===== src/rtl/uart_pkg.sv =====
`default_nettype none
// ============================================================================
// Module      : uart_pkg
// Description : Shared definitions for the parametrised UART receiver:
//               receive FSM state encoding, parity mode constants, the
//               serial idle level and a parity helper.
// Revision    : 1.0 - initial release
// ============================================================================
package uart_pkg;

  // Receive FSM states
  typedef enum logic [2:0] {
    ST_IDLE  = 3'd0,
    ST_START = 3'd1,
    ST_DATA  = 3'd2,
    ST_PAR   = 3'd3,
    ST_STOP  = 3'd4,
    ST_BREAK = 3'd5
  } rx_state_e;

  // Parity modes
  localparam int PAR_NONE = 0;
  localparam int PAR_EVEN = 1;
  localparam int PAR_ODD  = 2;

  // Level of an idle (marking) serial line
  localparam logic IDLE_LEVEL = 1'b1;

  // Widest data word the receiver supports
  localparam int MAX_DATA_BITS = 9;

  // XOR-reduction of a (zero-extended) data word
  function automatic logic calc_parity(input logic [MAX_DATA_BITS-1:0] v);
    return ^v;
  endfunction

endpackage : uart_pkg
`default_nettype wire


===== src/rtl/sync2.sv =====
`default_nettype none
// ============================================================================
// Module      : sync2
// Description : Two-flop synchronizer for a single asynchronous input.
//               Both flops reset to RESET_VAL so an idle-high line does not
//               show a spurious edge coming out of reset.
// Ports       : clk  - clock
//               rst  - asynchronous active-low reset
//               d_i  - asynchronous input
//               q_o  - synchronized output
// Revision    : 1.0 - initial release
// ============================================================================
module sync2 #(
  parameter logic RESET_VAL = 1'b1
) (
  input  logic clk,
  input  logic rst,
  input  logic d_i,
  output logic q_o
);

  logic meta_q;
  logic sync_q;

  always_ff @(posedge clk or negedge rst) begin
    if (!rst) begin
      meta_q <= RESET_VAL;
      sync_q <= RESET_VAL;
    end else begin
      meta_q <= d_i;
      sync_q <= meta_q;
    end
  end

  assign q_o = sync_q;

endmodule : sync2
`default_nettype wire


===== src/rtl/uart_rx_param.sv =====
`default_nettype none
// ============================================================================
// Module      : uart_rx_param
// Description : Parametrised oversampling UART receiver. Detects the start
//               bit, samples data/parity/stop bits at mid-bit, and presents
//               each word in a holding register drained by valid/ready.
// Ports       : clk        - clock (rising edge)
//               rst        - asynchronous active-low reset
//               rxd        - asynchronous serial input, idle high
//               data_out   - held received word
//               data_valid - data_out and error flags are valid
//               data_ready - consumer accepts the held word
//               parity_err - parity mismatch for the held word
//               frame_err  - stop bit sampled low for the held word
//               overrun    - one-cycle pulse when a completed word is dropped
// Revision    : 1.0 - initial release
// ============================================================================
module uart_rx_param
  import uart_pkg::*;
#(
  parameter int DATA_BITS  = 8,
  parameter int OVERSAMPLE = 16,
  parameter int PARITY     = 0,
  parameter int MSB_FIRST  = 1
) (
  input  logic                 clk,
  input  logic                 rst,
  input  logic                 rxd,
  output logic [DATA_BITS-1:0] data_out,
  output logic                 data_valid,
  input  logic                 data_ready,
  output logic                 parity_err,
  output logic                 frame_err,
  output logic                 overrun
);

  localparam int TW = $clog2(OVERSAMPLE);
  localparam int BW = $clog2(DATA_BITS + 1);

  localparam logic [TW-1:0] TICK_HALF = TW'(OVERSAMPLE / 2);
  localparam logic [TW-1:0] TICK_LAST = TW'(OVERSAMPLE - 1);
  localparam logic [BW-1:0] BIT_LAST  = BW'(DATA_BITS - 1);

  logic                 rxs;

  rx_state_e            state_q, state_d;
  logic [TW-1:0]        tick_q, tick_d;
  logic [BW-1:0]        bit_q, bit_d;
  logic [DATA_BITS-1:0] shift_q, shift_d;
  logic                 perr_pend_q, perr_pend_d;
  logic [DATA_BITS-1:0] data_out_q, data_out_d;
  logic                 valid_q, valid_d;
  logic                 perr_q, perr_d;
  logic                 ferr_q, ferr_d;
  logic                 ovr_q, ovr_d;

  logic [DATA_BITS-1:0] w_shift_nxt;
  logic                 w_tick_wrap;
  logic                 w_word_done;
  logic                 w_par_xor;

  sync2 #(
    .RESET_VAL (IDLE_LEVEL)
  ) u_sync_rxd (
    .clk (clk),
    .rst (rst),
    .d_i (rxd),
    .q_o (rxs)
  );

  // Bit order of the shift register: MSB-first shifts left so the first
  // received bit ends up in the top position after DATA_BITS samples.
  generate
    if (MSB_FIRST != 0) begin : g_msb_first
      assign w_shift_nxt = {shift_q[DATA_BITS-2:0], rxs};
    end else begin : g_lsb_first
      assign w_shift_nxt = {rxs, shift_q[DATA_BITS-1:1]};
    end
  endgenerate

  assign w_tick_wrap = (tick_q == TICK_LAST);
  assign w_par_xor   = calc_parity(MAX_DATA_BITS'(shift_q)) ^ rxs;

  always_comb begin
    state_d     = state_q;
    tick_d      = w_tick_wrap ? '0 : tick_q + 1'b1;
    bit_d       = bit_q;
    shift_d     = shift_q;
    perr_pend_d = perr_pend_q;
    w_word_done = 1'b0;

    unique case (state_q)
      ST_IDLE: begin
        tick_d      = '0;
        bit_d       = '0;
        perr_pend_d = 1'b0;
        if (rxs != IDLE_LEVEL) begin
          state_d = ST_START;
        end
      end

      ST_START: begin
        // Re-check the line at mid start bit to reject glitches
        if (tick_q == TICK_HALF) begin
          if (rxs == IDLE_LEVEL) begin
            state_d = ST_IDLE;
          end else begin
            tick_d  = '0;
            state_d = ST_DATA;
          end
        end
      end

      ST_DATA: begin
        if (w_tick_wrap) begin
          shift_d = w_shift_nxt;
          bit_d   = bit_q + 1'b1;
          if (bit_q == BIT_LAST) begin
            state_d = (PARITY != PAR_NONE) ? ST_PAR : ST_STOP;
          end
        end
      end

      ST_PAR: begin
        if (w_tick_wrap) begin
          perr_pend_d = (PARITY == PAR_ODD) ? ~w_par_xor : w_par_xor;
          state_d     = ST_STOP;
        end
      end

      ST_STOP: begin
        if (w_tick_wrap) begin
          w_word_done = 1'b1;
          state_d     = (rxs == IDLE_LEVEL) ? ST_IDLE : ST_BREAK;
        end
      end

      ST_BREAK: begin
        // Line held low past the stop bit: ignore it until it recovers
        tick_d = '0;
        if (rxs == IDLE_LEVEL) begin
          state_d = ST_IDLE;
        end
      end

      default: begin
        state_d = ST_IDLE;
      end
    endcase
  end

  // Holding register and handshake
  always_comb begin
    data_out_d = data_out_q;
    perr_d     = perr_q;
    ferr_d     = ferr_q;
    valid_d    = valid_q & ~data_ready;
    ovr_d      = 1'b0;

    if (w_word_done) begin
      // An accept in the same cycle frees the register for the new word
      if (!valid_q || data_ready) begin
        data_out_d = shift_q;
        perr_d     = (PARITY != PAR_NONE) ? perr_pend_q : 1'b0;
        ferr_d     = ~rxs;
        valid_d    = 1'b1;
      end else begin
        ovr_d      = 1'b1;
      end
    end
  end

  always_ff @(posedge clk or negedge rst) begin
    if (!rst) begin
      state_q     <= ST_IDLE;
      tick_q      <= '0;
      bit_q       <= '0;
      shift_q     <= '0;
      perr_pend_q <= 1'b0;
      data_out_q  <= '0;
      valid_q     <= 1'b0;
      perr_q      <= 1'b0;
      ferr_q      <= 1'b0;
      ovr_q       <= 1'b0;
    end else begin
      state_q     <= state_d;
      tick_q      <= tick_d;
      bit_q       <= bit_d;
      shift_q     <= shift_d;
      perr_pend_q <= perr_pend_d;
      data_out_q  <= data_out_d;
      valid_q     <= valid_d;
      perr_q      <= perr_d;
      ferr_q      <= ferr_d;
      ovr_q       <= ovr_d;
    end
  end

  assign data_out   = data_out_q;
  assign data_valid = valid_q;
  assign parity_err = perr_q;
  assign frame_err  = ferr_q;
  assign overrun    = ovr_q;

endmodule : uart_rx_param
`default_nettype wire


===== config.mk =====
export PLATFORM = sky130hd
export DESIGN_NAME = uart_rx_param
export DESIGN_NICKNAME = d
export VERILOG_FILES = /design/src/rtl/uart_pkg.sv /design/src/rtl/sync2.sv /design/src/rtl/uart_rx_param.sv
export SDC_FILE = /design/constraint.sdc
export NUM_CORES = 1
export LEC_CHECK = 0
export ABC_CLOCK_PERIOD_IN_PS = 3050
export CAP_MARGIN = 20
export CORE_MARGIN = 2
export CORE_UTILIZATION = 40
export CTS_CLUSTER_SIZE = 10
export DETAILED_ROUTE_END_ITERATION = 6
export GPL_ROUTABILITY_DRIVEN = 0
export HOLD_SLACK_MARGIN = 0.12
export MAX_ROUTING_LAYER = met4
export SLEW_MARGIN = 0
export SYNTH_ARGS = -nofsm -noshare
export SYNTH_HDL_FRONTEND = slang
export SYNTH_SLANG_ARGS = --single-unit

===== constraint.sdc =====
create_clock -name clk -period 3.05 [get_ports clk]
set_input_delay 0.305 -clock clk [delete_from_list [all_inputs] [get_ports clk]]
set_output_delay 0.305 -clock clk [all_outputs]
set_load 0.02 [all_outputs]

After elaboration in Yosys (flattened, before gate mapping) --
Cells that the tools add are included.
Operators by class: reduce and logical (&&, ||, !) cells 9, bitwise gates (word level) 3, add/sub/neg operators 2, equal/unequal tests 15, mux-type cells 22
Operators by type and width (count):
- 2-to-1 mux 3 bit | 8
- case mux 3 bit (6 select lines) | 1
- 2-to-1 mux 4 bit | 4
- case mux 4 bit (2 select lines) | 2
- inequality test 2 bit (second input constant) | 6
- adder 4 x 1 -> 4 bit (second input constant) | 2
- == test 4 bit (second input constant) | 2
- AND reduction 7 bit | 1
- == test 3 x 2 -> 1 bit (second input constant) | 2
- == test 3 bit (second input constant) | 2
- 2-to-1 mux 1 bit | 6
- AND reduction 2 bit | 3
- == test 4 x 3 -> 1 bit (second input constant) | 1
- == test 3 x 1 -> 1 bit (second input constant) | 1
- logical NOT 3 bit | 1
- 2-to-1 mux 2 bit | 1
- inequality test 2 x 1 -> 1 bit (second input constant) | 1
- inverter 1 bit | 2
- nonzero test 2 bit | 1
- OR reduction 2 bit | 1
- bitwise AND 1 bit | 1
- logical NOT 1 bit | 1
- logical OR 1 bit | 1
Word-level totals: bits in registers 32, output and inout bits 12

Longest topological paths before layout --
Gate-level depths: netlist of the first run.
depth after elaboration 5, depth in mapped cells 5, depth with buffers taken out 5

Cells and area by module --
From an unflattened synthesis of the first run, not the netlist that was laid out.
Second synthesis, totals: cell total of the unflattened synthesis 114, area, all modules 1465.2 µm²
Modules (own cells, without submodules):
- uart_rx_param | sequential area each 750.7 µm², cells each 112, times used 1, area each 1412.6 µm²
- sync2 | sequential area each 52.6 µm², cells each 2, times used 1, area each 52.6 µm²

Worst setup path after synthesis of the first run --
Ideal clock, no wire load.
kind register to register, from reg tick_q[0], to reg data_out_q[0] (netlist: data_out[0]), slack 1263 ps, library setup time 125 ps, arrival 1663 ps, period minus slack after synthesis 1787 ps, cell stages (with the launch flop) 5, cell sequence dfrtp_1 -> ha_1 -> nand3_4 -> nor4b_4 -> mux2_2
Between the ends: cells in the longest elaborated chain, start to end 4
RTL lines:
- start: declaration | RTL line uart_rx_param.sv:47 | logic [TW-1:0] tick_q, tick_d;
- start signal: assignment | RTL line uart_rx_param.sv:187 | tick_q <= tick_d;
- == test 4 bit | RTL line uart_rx_param.sv:81 | assign w_tick_wrap = (tick_q == TICK_LAST);
- 2-to-1 mux 1 bit | RTL line uart_rx_param.sv:132 | if (w_tick_wrap) begin
- 2-to-1 mux 1 bit | RTL line uart_rx_param.sv:92 | unique case (state_q)
- AND reduction 2 bit (no line)
- end signal: assignment | RTL line uart_rx_param.sv:191 | data_out_q <= data_out_d;
- end: declaration | RTL line uart_rx_param.sv:51 | logic [DATA_BITS-1:0] data_out_q, data_out_d;
Every way passes these cells. A chain may end at the register's enable or synchronous reset.

Final worst setup path of the first run --
from reg tick_q[0], to reg data_out_q[7] (netlist: data_out[7])
The elaborated chain is that of the path after synthesis.

==> results of run 1 <==
## per-stage QoR
step | cells | hold slack [ps] | power, W
2_1_floorplan | 110 | 9.41 | 0.000815
3_3_place_gp | 167 | 346 | 0.000866
3_5_place_dp | 167 | 347 | 0.000882
4_1_cts | 175 | 344 | 0.00126
5_1_grt | 175 | 327 | 0.00133
6_report | 175 | 354 | 0.00124
## area by class of cell
type	instances	area (sq um)
Timing Repair Buffer	15	148
Inverter	4	15.0
Clock inverter	1	30.0
Sequential cell	32	803
Clock buffer	7	65.1
Multi-Input combinational cell	70	602
Fill cell	306	1670
Tap cell	46	57.6
## worst reg2reg max path, stage by stage (launching register included)
cell and delay (ps):
dfrtp_1 430, ha_1 300, nand3_4 160, nor4b_4 630, mux2_2 410
## routing by layer
| layer | track usage | vias to the layer above | part of all wire |
|---|---|---|---|
| met1 | 0.177 | 459 | 0.45 |
| met3 | 0.0546 | 2 | 0.046 |
| met5 | - | - | 0 |
| li1 | - | 431 | - |
| met2 | 0.234 | 23 | 0.50 |
| met4 | 0.0652 | 0 | 0.0077 |
## flip-flops by register name, indices dropped and copies added, names as in the netlist
| name | flops |
|---|---|
| shift_q | 8 |
| state_q | 3 |
| frame_err | 1 |
| tick_q | 4 |
| data_out | 8 |
| overrun | 1 |
| u_sync_rxd.meta_q | 1 |
| data_valid | 1 |
| bit_q | 4 |
| u_sync_rxd.q_o | 1 |
## cells in the final DEF, fill, tap and decap left out, types with 3 or more instances in the layout
cell type / count
nor2b_1: 3
clkbuf_4: 5
nand2b_1: 5
clkdlybuf4s50_1: 14
nor2_1: 3
dfrtp_1: 30
mux2_2: 16
nand2_1: 5
mux2i_1: 5
inv_1: 4
ha_1: 3
## final timing paths
kind,cells past startpoint,end,startpoint
min,2,state_q[1],rst
max,4,data_out[7],tick_q[0]
min reg2reg,0,u_sync_rxd.q_o,u_sync_rxd.meta_q
max reg2reg,4,data_out[7],tick_q[0]
min in group clk,0,u_sync_rxd.q_o,u_sync_rxd.meta_q
max in group asynchronous,2,u_sync_rxd.meta_q,rst
## report_power, final
group / internal [W] / switching [W]
clock network: 0.000218 / 0.000150
registers: 0.000500 / 0.000109
logic: 0.000139 / 0.000127
total: 0.000857 / 0.000386
## cells by family after synthesis
kind of cell / count (synthesis) / share of synthesized area
adder cells (fa/ha/maj): 3 / 0.0261
buffers and inverters: 8 / 0.0243
other: 1 / 0.00260
XOR/XNOR: 1 / 0.00608
flip-flops: 32 / 0.558
multiplexers: 21 / 0.160
AO/OA/AOI/OAI: 12 / 0.0678
AND/OR/NAND/NOR: 32 / 0.156
==> impl_results.md, run 1 <==
* Status: complete, no violations
* Diodes inserted at 0
* Number of global-route vias before repair at 943
* Post-Syn Area per Cell at 13.1 sq um
* Buffers plus inverters on the worst setup path at 0
* # port buffers at 14
* Root Buffer: clkbuf_4
* Measured slew at the worst slew-check pin at 858 ps
* Detail Placement HPWL at 1.63 mm
* Mapped Nets at 117
* Initial Util at 0.425
* Die span in x at 64 um
* Initial antenna violation count at 0
* Max_slew headroom at 0.413
* Die area at 4100 sq um
* CTS Hold Bufs at 0
* Worst-path fanout max at 9
* Post-synth top cells: dfrtp_1, mux2_2, mux2i_1, nand2_1, nand2b_1
* Pin count of the biggest net entering global routing at 33
* Fin area at 1720 sq um
* Shortest period the worst path allows at 2030 ps
* Clk sink count at 32
* Sequential area share after synthesis at 0.558
* Ys async rst share at 1.00
* Post-layout util at 0.508
* DRC Markers at 0
* Core Footprint at 3390 sq um
* Yosys cell types at 38
* Die Span Y at 64 um
* Share of post-route cells with drive strength above 1 at 0.233
* Largest cells by area after synthesis: dfrtp_1, mux2_2, dfstp_2
* H-Tree Level Count at 2
* Worst setup EP type: flop
* CP arrival at 2260 ps
* Vias at 915
* Fmax at 492 MHz
* Worst reg2reg setup slack at 1020 ps
* Synthesized area at 1440 sq um
* Max-cap violations at 0
* Fin worst setup slack at 1020 ps
* DRT Wirelength at 2.46 mm
* Setup CP Type: flop to flop
* Routed Antenna Nets at 0
* Fin nets at 135
* Pleak at 0.778 nW
* Yosys top cell by area: dfrtp_1
* Worst vdd ir at 0.265 mV
* CTS tree: built
* P per Cell Area at 722 nW/um^2
* Type of origin of the critical path: flop
* Placed Area at 1630 sq um
* RSZ-0062 raised after global routing: false
* Setup_tns at 0 ps
* Boundary pin count at 16
* First-pass GRT wire length at 4.54 mm
* Tot GR Track Use at 0.151
* Final setup violation count at 0
* CP cell instances: ha_1 -> nand3_4 -> nor4b_4 -> mux2_2
* HP Class: input pin to async pin
* CTS Buf Count at 5
* Wirelength per Cell at 14.0 um
* Cell family with the largest share of critical-path delay: simple AND/OR/NAND/NOR gates
* Prevailing post-synth register cell: dfrtp_1
* Synth top area share at 0.521
* Hold Violations, Final at 0
* Clock Latency Late Sink at 330 ps
* Most numerous cell in the Yosys netlist: dfrtp_1
* Worst-path clk slew at 110 ps
* Max clock buf depth at 2
* Final worst path period share at 0.667
* CTS resizes at 0
* Critical Path RT at 3270 ps
* Worst slack at placement at 982 ps
* Overflow after GRT at 0
* Iter 0 DRT Violations at 33
* CP max stage delay at 630 ps
* Syn Inst Count at 110
* Cell row count at 21
* Worst path slowest cell: nor4b_4
* Drt first pass iters at 4
* Post-synth EDFFs at 0
* Layout area overhead at 19.5%
* Setup Fix Bufs, Post-CTS at 0
* Synth Warn # at 0
* Pins Over Slew Limit at 0
* Clk_skew at 6.86 ps
* Vias per inst at 5.23
* Synth Register Bits at 32
(Power assumes the default switching activity.)
==> run 2, diff against run 1 <==
- ABC_CLOCK_PERIOD_IN_PS: 3050 -> 2050
- clock period: 3.05 -> 2.05 ns (I/O delays scaled with it)
==> run 2 against run 1 <==
  * Largest cell class unchanged
  * Maximum frequency grew 12%
  * Clock power increased by 28%
  * Sequential cell count did not move
  * Final area up 0.22%
  * Sequential share of layout area down 0.10 points
==> impl_results.md, run 2 (synthesis gave the netlist of run 1 again) <==
* Worst vdd ir at 0.417 mV
* Worst reg2reg setup slack at 230 ps
* Most frequent cells in the layout: dfrtp_1, mux2_2, clkdlybuf4s50_1
* Layout area overhead at 19.7%
* CTS tree: built
* Max-cap violations at 0
* Type of origin of the critical path: flop
* Length in cells of the worst reg-to-reg path at 5
* Pin count of the biggest net entering global routing at 33
* Die area at 4100 sq um
* Clk_skew at 7.21 ps
* Root Buffer: clkbuf_4
* RSZ-0062 raised after global routing: false
* Worst path slowest cell: dfrtp_1
* Pleak at 0.785 nW
* Fin worst setup slack at 227 ps
* Flop pwr share at 0.509
* Drt first pass iters at 3
* Die span in x at 64 um
* # port buffers at 14
* Clock Latency Late Sink at 340 ps
* Detail Placement HPWL at 1.66 mm
* DRC Markers at 0
* CTS Buf Count at 5
* Footprint of the multi-input gates at 602 sq um
* Power, Total at 0.00178 W
* # fillers at 310
* P per Cell Area at 1030 nW/um^2
* Number of global-route vias before repair at 942
* DRT Wirelength at 2.40 mm
* Vias per inst at 5.02
* Cell row count at 21
* Post-layout util at 0.509
* Initial antenna violation count at 0
* Max clock buf depth at 2
* Share of post-route cells with drive strength above 1 at 0.242
* Routed Antenna Nets at 0
* First-pass GRT wire length at 4.22 mm
* Worst slack at placement at 221 ps
* Final setup violation count at 0
* CP cell instances: ha_1 -> nand3_4 -> nor4b_4 -> buf_4 -> mux2_2
* Worst-path clk slew at 100 ps
* Status: complete, no violations
* Register area at 803 sq um
* Fmax at 549 MHz
* Worst-path fanout max at 9
* Initial Util at 0.425
* Critical Path RT at 2280 ps
* Iter 0 DRT Violations at 35
* Setup_tns at 0 ps
* Int Pwr at 0.00122 W
* CP arrival at 2050 ps
* Pins Over Slew Limit at 0
* CP max stage delay at 420 ps
* Power share of the combinational group at 0.227
* Overflow after GRT at 0
* Hold Violations, Final at 0
* Reg-to-reg startpoint: tick_q[0]
* Die Span Y at 64 um
* Boundary pin count at 16
* RR Endpoint: data_out[6]
* CTS resizes at 0
* Final worst path period share at 0.889
* CTS Hold Bufs at 0
* Tot GR Track Use at 0.141
* Clk pwr share at 0.263
* H-Tree Level Count at 2
* Core Footprint at 3390 sq um
* Wirelength per Cell at 13.5 um
* HP Class: input pin to async pin
* Worst setup EP type: flop
* Most common cell after layout, fill and taps aside: dfrtp_1
* Fin nets at 138
* Sw Share at 0.317
* Clk sink count at 32
* Switching power at 0.000564 W
* Setup CP Type: flop to flop
* Setup Fix Bufs, Post-CTS at 0
* Vias at 894
* Shortest period the worst path allows at 1820 ps
* Diodes inserted at 0
run 2: changes by cell type in the layout (fill, tap and decap cells not counted):
cell / before / now
clkbuf_1: 0 / 1
clkinv_2: 0 / 1
clkbuf_8: 2 / 0
buf_4: 1 / 4
run 2: worst max-delay path: cells and delay by family, from the launching register on:
family / cells / cell delay (ps)
adders and majority gates: 1 / 290
buffers and inverters: 1 / 220
DFF: 1 / 420
muxes: 1 / 350
and+or+nand+nor: 2 / 430
run 2: worst max-delay path by stage:
stage,start,endpoint,slack [ps]
6_report,tick_q[0],data_out[6],230
5_1_grt,tick_q[0],data_out[1],110
4_1_cts,tick_q[0],data_out[6],200
3_5_place_dp,tick_q[0],data_out[6],220
3_3_place_gp,tick_q[1],data_out[6],290
2_1_floorplan,tick_q[0],data_out[0],260
run 2: power groups by stage:
stage / logic (W) / clock network [W] / registers [W]
global route: 0.000463 / 0.000508 / 0.000929
global placement: 0.000397 / 0 / 0.000910
finish: 0.000404 / 0.000469 / 0.000906
detailed placement: 0.000410 / 0 / 0.000919
floorplan: 0.000363 / 0 / 0.000849
CTS: 0.000415 / 0.000484 / 0.000907
run 2: stage by stage:
stage / std cells / hold slack (ps) / instance area [sq um]
3_3_place_gp: 170 / 347 / 1650
2_1_floorplan: 110 / -90.6 / 1440
6_report: 178 / 257 / 1720
4_1_cts: 178 / 253 / 1720
3_5_place_dp: 170 / 347 / 1650
5_1_grt: 178 / 245 / 1720
run 2: layout make-up:
| class | instances | area share |
|---|---|---|
| clock buffers | 6 | 0.0239 |
| clock inverters | 2 | 0.0203 |
| inverters | 4 | 0.00871 |
| multi-input cells | 70 | 0.349 |
| flip-flops and latches | 32 | 0.466 |
| well taps | 46 | 0.0334 |
| repair buffers | 18 | 0.0987 |
run 2: routing by layer:
metal | vias to the layer above | part of all wire | GRT usage
met5 | - | 0 | -
met4 | 0 | 0.030 | 0.0815
met3 | 8 | 0.038 | 0.0423
met2 | 15 | 0.49 | 0.217
met1 | 437 | 0.44 | 0.163
li1 | 434 | - | -
==> run 3, diff against run 2 <==
- CORE_MARGIN: 2 -> not set
==> run 3 against run 2 <==
  * Global-route usage up 2.6 points
  * Die area down 6.2%
  * Setup slack better by 17 ps
  * Sequential power about the same
  * First-iteration DRC count up 49%
  * Critical path depth unchanged
  * Final cell count unchanged
  * Non-clock buffer count unchanged
  * Core utilization down 0.52 points
  * Clock power down 22%
  * Register-to-register slack better by 20 ps
  * Critical path type unchanged
  * Highest routed layer unchanged
==> impl_results.md, run 3 (synthesis gave the netlist of run 1 again) <==
* Cell row count at 21
* Most common cell after layout, fill and taps aside: dfrtp_1
* Most frequent cells in the layout: dfrtp_1, mux2_2, clkdlybuf4s50_1
* RR Endpoint: data_out[0]
* Final setup violation count at 0
* Worst vdd ir at 0.483 mV
* Max-cap violations at 0
* Type of origin of the critical path: flop
* Final worst path period share at 0.881
* Clk_skew at 10.2 ps
* DRC Markers at 0
* Length in cells of the worst reg-to-reg path at 5
* Minimum hold slack at 260 ps
* H-Tree Level Count at 2
* CP arrival at 2020 ps
* Initial antenna violation count at 0
* Pins Over Slew Limit at 0
* Overflow after GRT at 0
* Iter 0 DRT Violations at 52
* RSZ-0062 raised after global routing: false
* Routed Antenna Nets at 0
* Clock Latency Late Sink at 330 ps
* CTS resizes at 0
* HP Class: input pin to async pin
* Worst setup EP type: flop
* Max clock buf depth at 2
* Pin count of the biggest net entering global routing at 33
* Worst reg2reg setup slack at 240 ps
* Worst-path fanout max at 9
* Critical Path RT at 2260 ps
* DRT Wirelength at 2.39 mm
* Number of global-route vias before repair at 910
* Clk sink count at 32
* Pleak at 0.776 nW
* Shortest period the worst path allows at 1810 ps
* Worst-path clk slew at 100 ps
* CTS tree: built
* # port buffers at 14
* Wirelength per Cell at 13.4 um
* Vias per inst at 5.01
* P per Cell Area at 983 nW/um^2
* Setup_tns at 0 ps
* Tot GR Track Use at 0.166
* CTS Hold Bufs at 0
* Setup Fix Bufs, Post-CTS at 0
* Diodes inserted at 0
* Fmax at 554 MHz
* Die area at 3840 sq um
* Layout area overhead at 18.5%
* Final instance count without filler cells at 178
* Status: complete, no violations
* Power, Total at 0.00168 W
* Fin nets at 138
* CP startpoint: tick_q[0]
* Detail Placement HPWL at 1.69 mm
* Boundary pin count at 16
* Core Footprint at 3390 sq um
* Vias at 892
* Share of post-route cells with drive strength above 1 at 0.235
* Initial Util at 0.425
* Root Buffer: clkbuf_4
* Post-layout util at 0.504
* First-pass GRT wire length at 4.18 mm
* Setup CP Type: flop to flop
* Drt first pass iters at 4
* CTS Buf Count at 5
* Die span in x at 62 um
* Reg-to-reg startpoint: tick_q[0]
* Hold Violations, Final at 0
* Die Span Y at 62 um
* Dpl cells at 170
## run 3: cell types whose count changed in the layout (fill, tap and decap cells not counted), sizes merged
cell | previous run | this run
clkbuf | 6 | 8
bufinv | 1 | 0
clkinv | 1 | 0
## run 3: power by group
part / internal, W / leakage [nW] / switching (W) / total, W
sequential: 0.000745 / 0.415 / 0.000162 / 0.000906
combinational: 0.000214 / 0.328 / 0.000189 / 0.000403
clock: 0.000169 / 0.0326 / 0.000199 / 0.000368
## run 3: worst max-delay path by stage
stage          slack [ps]     endpoint  cells past startpoint
3_5_place_dp          240  data_out[1]                      5
4_1_cts               220  data_out[3]                      5
3_3_place_gp          290  data_out[7]                      5
6_report              240  data_out[0]                      5
2_1_floorplan         260  data_out[0]                      4
5_1_grt               110     bit_q[1]                      5
## run 3: final cells by class
cell class | instances | area, sq um
Clock buffer | 8 | 58.8
Fill cell | 301 | 1680
Inverter | 4 | 15.0
Multi-Input combinational cell | 70 | 602
Sequential cell | 32 | 803
Tap cell | 46 | 57.6
Timing Repair Buffer | 18 | 170
## run 3: metal layers
| layer | vias up | global-route usage | part of all wire |
|---|---|---|---|
| met1 | 436 | 0.193 | 0.46 |
| met4 | 0 | 0.0952 | 0.024 |
| met2 | 17 | 0.246 | 0.47 |
| li1 | 434 | - | - |
| met5 | - | - | 0 |
| met3 | 5 | 0.0621 | 0.041 |
## run 3: worst max-delay path: stages, from the launching register on
cell and delay (ps):
dfrtp_1 420, ha_1 290, nand3_4 150, nor4b_4 260, buf_4 220, mux2_2 340
## run 3: through the flow
step | instance area [sq um] | worst slack [ps]
2_1_floorplan | 1440 | 263
3_3_place_gp | 1650 | 291
3_5_place_dp | 1650 | 239
4_1_cts | 1710 | 217
5_1_grt | 1710 | 109
6_report | 1710 | 244
